===== src/rtl/ras_pkg.sv =====
// Shared types and helpers for the return-address-stack command driver.
package ras_pkg;

  typedef enum logic [1:0] {
    OTHER   = 2'd0,
    JAL     = 2'd1,
    JALR    = 2'd2,
    CBRANCH = 2'd3
  } instr_class_e;

  localparam logic [4:0] LINK_X1 = 5'd1;
  localparam logic [4:0] LINK_X5 = 5'd5;

  // ra (x1) and t0 (x5) are the only registers treated as link registers.
  function automatic logic is_link(input logic [4:0] r);
    return (r == LINK_X1) || (r == LINK_X5);
  endfunction

  typedef struct packed {
    logic push;
    logic pop;
    logic branch;
    logic close_valid;
    logic close_invalid;
  } ras_cmd_t;

  typedef enum logic [1:0] {
    ST_RUN     = 2'd0,
    ST_HOLD    = 2'd1,
    ST_RECOVER = 2'd2
  } drv_state_e;

endpackage


===== src/rtl/ras_link_decode.sv =====
// Classifies a decoded control-flow instruction into stack intents.
module ras_link_decode
  import ras_pkg::*;
(
  input  instr_class_e in_class,
  input  logic [4:0]   in_rd,
  input  logic [4:0]   in_rs1,
  output logic         want_push,
  output logic         want_pop,
  output logic         is_branch
);

  logic link_rd;
  logic link_rs1;

  assign link_rd  = is_link(in_rd);
  assign link_rs1 = is_link(in_rs1);

  // A JALR linking through the same register it jumps through is a call, not a
  // return, so it only pushes.
  always_comb begin
    want_push = 1'b0;
    want_pop  = 1'b0;
    is_branch = 1'b0;
    unique case (in_class)
      JAL: begin
        want_push = link_rd;
      end
      JALR: begin
        want_push = link_rd;
        want_pop  = link_rs1 && !(link_rd && (in_rd == in_rs1));
      end
      CBRANCH: begin
        is_branch = 1'b1;
      end
      default: begin
        want_push = 1'b0;
      end
    endcase
  end

endmodule


===== src/rtl/ras_driver.sv =====
// Issuing side of the return-address stack: turns decoded control flow and
// branch resolutions into single-cycle stack commands.
//
// state      | meaning
// -----------+------------------------------------------------------------
// ST_RUN     | normal issue; resolutions accepted
// ST_HOLD    | one cycle after close_valid; resolutions held, issue continues
// ST_RECOVER | one cycle after close_invalid; nothing accepted, count cleared
module ras_driver
  import ras_pkg::*;
#(
  parameter int WIDTH        = 32,
  parameter int MAX_BRANCHES = 128,
  localparam int CNT_W       = $clog2(MAX_BRANCHES + 1)
) (
  input  logic             clk,
  input  logic             reset_n,
  input  logic             in_valid,
  output logic             in_ready,
  input  logic [WIDTH-1:0] in_pc,
  input  logic [1:0]       in_class,
  input  logic [4:0]       in_rd,
  input  logic [4:0]       in_rs1,
  input  logic             in_compressed,
  input  logic             res_valid,
  output logic             res_ready,
  input  logic             res_mispredict,
  output logic             ras_push,
  output logic             ras_pop,
  output logic             ras_branch,
  output logic             ras_close_valid,
  output logic             ras_close_invalid,
  output logic [WIDTH-1:0] ras_din,
  input  logic [WIDTH-1:0] ras_dout,
  input  logic             ras_empty,
  output logic             pred_valid,
  output logic [WIDTH-1:0] pred_target,
  output logic [CNT_W-1:0] outstanding
);

  drv_state_e       state_q, state_d;
  logic [CNT_W-1:0] outstanding_q, outstanding_d;
  logic             pred_valid_q, pred_valid_d;
  ras_cmd_t         cmd;

  logic             want_push;
  logic             want_pop;
  logic             is_branch;
  logic             full;
  logic             accept;
  logic [WIDTH-1:0] ret_addr;

  ras_link_decode u_decode (
    .in_class  (instr_class_e'(in_class)),
    .in_rd     (in_rd),
    .in_rs1    (in_rs1),
    .want_push (want_push),
    .want_pop  (want_pop),
    .is_branch (is_branch)
  );

  assign full     = (outstanding_q == CNT_W'(MAX_BRANCHES));
  assign ret_addr = in_pc + (in_compressed ? WIDTH'(2) : WIDTH'(4));

  // Next state, handshakes, stack commands and the unresolved-branch count.
  always_comb begin
    state_d       = state_q;
    outstanding_d = outstanding_q;
    cmd           = '0;
    in_ready      = 1'b1;
    res_ready     = 1'b0;
    accept        = 1'b0;
    pred_valid_d  = 1'b0;

    unique case (state_q)
      ST_RUN: begin
        res_ready = 1'b1;
        // A resolution with nothing outstanding is ignored (protocol error).
        if (res_valid && (outstanding_q != '0)) begin
          if (res_mispredict) begin
            cmd.close_invalid = 1'b1;
            in_ready          = 1'b0;
            state_d           = ST_RECOVER;
          end else begin
            cmd.close_valid = 1'b1;
            state_d         = ST_HOLD;
          end
        end
      end
      ST_HOLD: begin
        state_d = ST_RUN;
      end
      ST_RECOVER: begin
        in_ready = 1'b0;
        state_d  = ST_RUN;
      end
      default: begin
        state_d = ST_RUN;
      end
    endcase

    if (full && is_branch) begin
      in_ready = 1'b0;
    end

    accept     = in_valid && in_ready;
    cmd.push   = accept && want_push;
    cmd.pop    = accept && want_pop && !ras_empty;
    cmd.branch = accept && is_branch;

    if (state_q == ST_RECOVER) begin
      outstanding_d = '0;
    end else begin
      outstanding_d = outstanding_q + CNT_W'(cmd.branch) - CNT_W'(cmd.close_valid);
    end

    pred_valid_d = cmd.pop;
  end

  // State, branch count and the one-cycle pop-to-prediction pipeline.
  always_ff @(posedge clk or negedge reset_n) begin
    if (!reset_n) begin
      state_q       <= ST_RUN;
      outstanding_q <= '0;
      pred_valid_q  <= 1'b0;
    end else begin
      state_q       <= state_d;
      outstanding_q <= outstanding_d;
      pred_valid_q  <= pred_valid_d;
    end
  end

  assign ras_push          = cmd.push;
  assign ras_pop           = cmd.pop;
  assign ras_branch        = cmd.branch;
  assign ras_close_valid   = cmd.close_valid;
  assign ras_close_invalid = cmd.close_invalid;
  assign ras_din           = cmd.push ? ret_addr : '0;
  assign pred_valid        = pred_valid_q;
  assign pred_target       = pred_valid_q ? ras_dout : '0;
  assign outstanding       = outstanding_q;

  res_with_none_outstanding: assert property (
    @(posedge clk) disable iff (!reset_n)
    !(res_valid && res_ready && (outstanding_q == '0))
  );

endmodule


===== config.mk =====
export PLATFORM = sky130hd
export DESIGN_NAME = ras_driver
export DESIGN_NICKNAME = d
export VERILOG_FILES = /design/src/rtl/ras_pkg.sv /design/src/rtl/ras_link_decode.sv /design/src/rtl/ras_driver.sv
export SDC_FILE = /design/constraint.sdc
export NUM_CORES = 1
export LEC_CHECK = 0
export ABC_AREA = 0
export BUFFER_PORTS_ARGS = -buffer_cell sky130_fd_sc_hd__buf_2
export CAP_MARGIN = 20
export CORE_MARGIN = 2
export CORE_UTILIZATION = 42
export CTS_CLUSTER_SIZE = 14
export DETAILED_ROUTE_END_ITERATION = 16
export PLACE_DENSITY_LB_ADDON = 0.25
export SLEW_MARGIN = 25
export SYNTH_ARGS = -nofsm -noshare
export SYNTH_HDL_FRONTEND = slang
export SYNTH_HIERARCHICAL = 1
export SYNTH_SLANG_ARGS = --single-unit

===== constraint.sdc =====
create_clock -name clk -period 7.15 [get_ports clk]
set_input_delay 1.0725 -clock clk [delete_from_list [all_inputs] [get_ports clk]]
set_output_delay 1.0725 -clock clk [all_outputs]
set_load 0.05 [all_outputs]

==> flow_metrics.env <==
export IMPL_layout_cells_non_filler=467
export IMPL_synth_area_leader_cell="dfrtp_1"
export IMPL_layout_min_cycle_time_ps=4330
export IMPL_drt_total_wl_um=6150
export IMPL_area_growth_synth_to_final_pct=44.3
export IMPL_max_slew_margin_rel_pct=51.0
export IMPL_setup_viol_count_final=0
export IMPL_synthesized_area_divided_by_synthesized_cell_count_um2=7.67
export IMPL_timing_critical_path_cells="buf_2 -> ha_1 -> inv_1 -> fa_1 -> nor4_4 -> or2b_1 -> xor2_1 -> nor2_1 -> buf_2"
export IMPL_yosysWarningCount=6
export IMPL_start_util_pct=44.5
export IMPL_post_cts_setup_buffer_count=0
export IMPL_end_kind="output port"
export IMPL_asyncSetResetFlopFracSynth_pct=100
export IMPL_synth_area_um2=1980
export IMPL_most_frequent_cell_after_synthesis="nor2_1"
export IMPL_clk_latency_ps=240
export IMPL_tightest_slew_ps=734
export IMPL_clock_skew_ps=2.41
export IMPL_final_min_period_over_clock_period_pct=60.5
export IMPL_yosys_top_cell_area_share_pct=13.9
export IMPL_largest_net_degree_at_the_start_of_global_routing=34
export IMPL_dp_cells=463
export IMPL_max_freq_mhz=231
export IMPL_portBuffers=162
export IMPL_groute_usage_overall_pct=23.2
export IMPL_yosys_register_bits=11
export IMPL_nets=517
export IMPL_design_core_area_um2=4440
export IMPL_fp_row_count=24
export IMPL_critPathRequiredTime_ps=6080
export IMPL_finalWeightedCongestion=0.850
export IMPL_sequential_cell_area_fraction_in_the_yosys_report_pct=13.9
export IMPL_avgRoutedWirePerCell_um=13.2
export IMPL_antenna_found_initial=0
export IMPL_cp_slowest_cell="nor4_4"
export IMPL_timing_hold_worst_start="state_q[1]"
export IMPL_fin_tns_setup_ps=0
export IMPL_cpMostUsedCell="buf_2"
export IMPL_cts_path_max_buffers=2
export IMPL_post_synth_main_area_contributors="dfrtp_1 (14%), and2_1 (11%), ha_1 (10%), xor2_1 (8.0%), nor2_1 (7.0%)"
export IMPL_number_of_synthesized_flops_with_an_enable_pin=0
export IMPL_grt_first_pass_wirelength_um=9820
export IMPL_startpoint="in_compressed"
export IMPL_simple_gate_fraction_of_synth_area_pct=46.1
export IMPL_postRouteAntennaNets=0
export IMPL_start_kind="input port"
export IMPL_cp_arrival_ps=3250
export IMPL_final_layout_size_suffix_gt1_share_pct=43.9
export IMPL_timing_critical_path_buf_inv=3
export IMPL_die_x_um=72.7
export IMPL_detailed_place_hpwl_um=5270
export IMPL_p_leak_nw=1.59
export IMPL_grt_setup_unrepaired="no"
export IMPL_critical_path_max_stage_delay_ps=580
export IMPL_viasPerCell=5.02
export IMPL_clock_root_buffer="clkbuf_8"
export IMPL_vias=2343
export IMPL_setup_worst_path_class="in -> out"
export IMPL_io_count=163
export IMPL_preCtsSetupSlack_ps=2840
export IMPL_setup_ws_ps=2820
export IMPL_mapped_nets=359
export IMPL_tritoncts_clock_tree="done"
export IMPL_outcome="complete, no violations"
export IMPL_hp_class="reg -> reg"
export IMPL_r2r_start="outstanding[3]"
export IMPL_synth_area_mux_share_pct=0
export IMPL_detailedRoute_firstIterationViolations=54
export IMPL_clkSlewWorstSetupHoldPaths_ps=50
export IMPL_timing_final_hold_violations=0
export IMPL_crit_fanout=10
export IMPL_postSynthCellCount=258
export IMPL_die_area_um2=5280
export IMPL_layout_area_seq_um2=275
export IMPL_cts_hold_fix_buffers=0
export IMPL_multi_input_logic_area_um2=1580
export IMPL_synthAdderAreaFrac_pct=12.1
export IMPL_layout_filler_cells=425
export IMPL_power_density_nw_per_um2=227
export IMPL_post_synth_xor_area_fraction_pct=14.6
export IMPL_first_global_vias=2145
export IMPL_ctsResizeCount=0
export IMPL_cts_inserted_buffers=3
export IMPL_synth_top_family_by_area="simple AND/OR/NAND/NOR gates"
export IMPL_dominantRegCellSynth="dfrtp_1"
export IMPL_timing_critical_path_max_delay_family="simple AND/OR/NAND/NOR gates"
export IMPL_floorplan_die_height_um=72.7
export IMPL_max_cap_violations=0
export IMPL_worst_ir_drop_vdd_v=0.000366
export IMPL_finalMaxSlewViolations=0
export IMPL_drc_errors=0
export IMPL_first_pass_iters=4
export IMPL_synth_cells_most_frequent="nor2_1 (37), and2_1 (36), inv_1 (22)"
export IMPL_clock_sinks=11
export IMPL_n_antenna_cell=0
export IMPL_overflow=0
export IMPL_post_synth_num_cell_types=46
export IMPL_h_tree_levels=1
export IMPL_synth_compound_area_share_pct=6.89
[cell type report]
type	instances	area share, %
Timing Repair Buffer	162	28.4
Tap cell	52	2.28
Multi-Input combinational cell	216	55.2
Clock buffer	4	1.58
Sequential cell	11	9.64
Inverter	22	2.89
[stage by stage]
| stage | instance area (µm²) | hold WS [ps] | utilization (%) | power [mW] |
|---|---|---|---|---|
| final | 2860 | 619 | 64.3 | 0.648 |
| after global routing | 2860 | 660 | 64.3 | 0.713 |
| after CTS | 2860 | 618 | 64.3 | 0.651 |
| after detailed placement | 2810 | 611 | 63.3 | 0.582 |
| after global placement | 2810 | 585 | 63.3 | 0.569 |
| after floorplan | 1980 | 650 | - | 0.466 |
[path summary, 6_finish.rpt]
path / endpoint / slack, ps / depth (start not counted)
setup / recovery: ras_din[15] / 2820 / 9
hold / removal: state_q[0] / 620 / 3
setup reg to reg: outstanding[6] / 3940 / 15
hold reg to reg: state_q[0] / 620 / 3
max in group asynchronous: outstanding[7] / 6230 / 1
min in group asynchronous: outstanding[3] / 700 / 1
[power breakdown]
part | switching (mW) | internal (mW) | total [mW]
registers | 0.0196 | 0.0908 | 0.110
logic | 0.300 | 0.173 | 0.473
clock network | 0.0254 | 0.0393 | 0.0647
[worst register-to-register path: cells and delay by family, from the launching register on]
family	cells	cell delay (ps)
simple gates	3	490
compound gates	6	1210
flops	1	390
fa+ha+maj	4	820
buf+inv	2	140
[flip-flops by register name, indices dropped and copies added, names as in the netlist]
name,cells
pred_valid,1
state_q,2
outstanding,8
[kinds of logic after synthesis]
logic type,after synthesis
compound gates,20
buf+inv,31
flops,11
simple gates,145
xor+xnor,33
fa+ha+maj,18
[placed cells by master, fill, tap and decap left out, drive strengths merged, types with 2 or more instances in the layout]
master	instances
buf	162
nor2	41
and2	36
inv	22
xor2	18
ha	16
nand3	16
xnor2	15
dfrtp	11
nand2	10
a21oi	7
and3	6
nand4	6
nor3	5
nor3b	5
nor4	5
clkbuf	4
nor2b	2
o21ai	2
a31oi	2
o311ai	2
and4	2
and2b	2
fa	2
nor4b	2
[routing by layer]
metal	track usage, %	vias to the layer above	share of wire (%)
li1	-	1180	-
met1	30.3	1068	42
met2	39.8	85	50
met3	3.18	10	6.4
met4	6.38	0	1.3
met5	0	-	0
(Power assumes the default switching activity.)
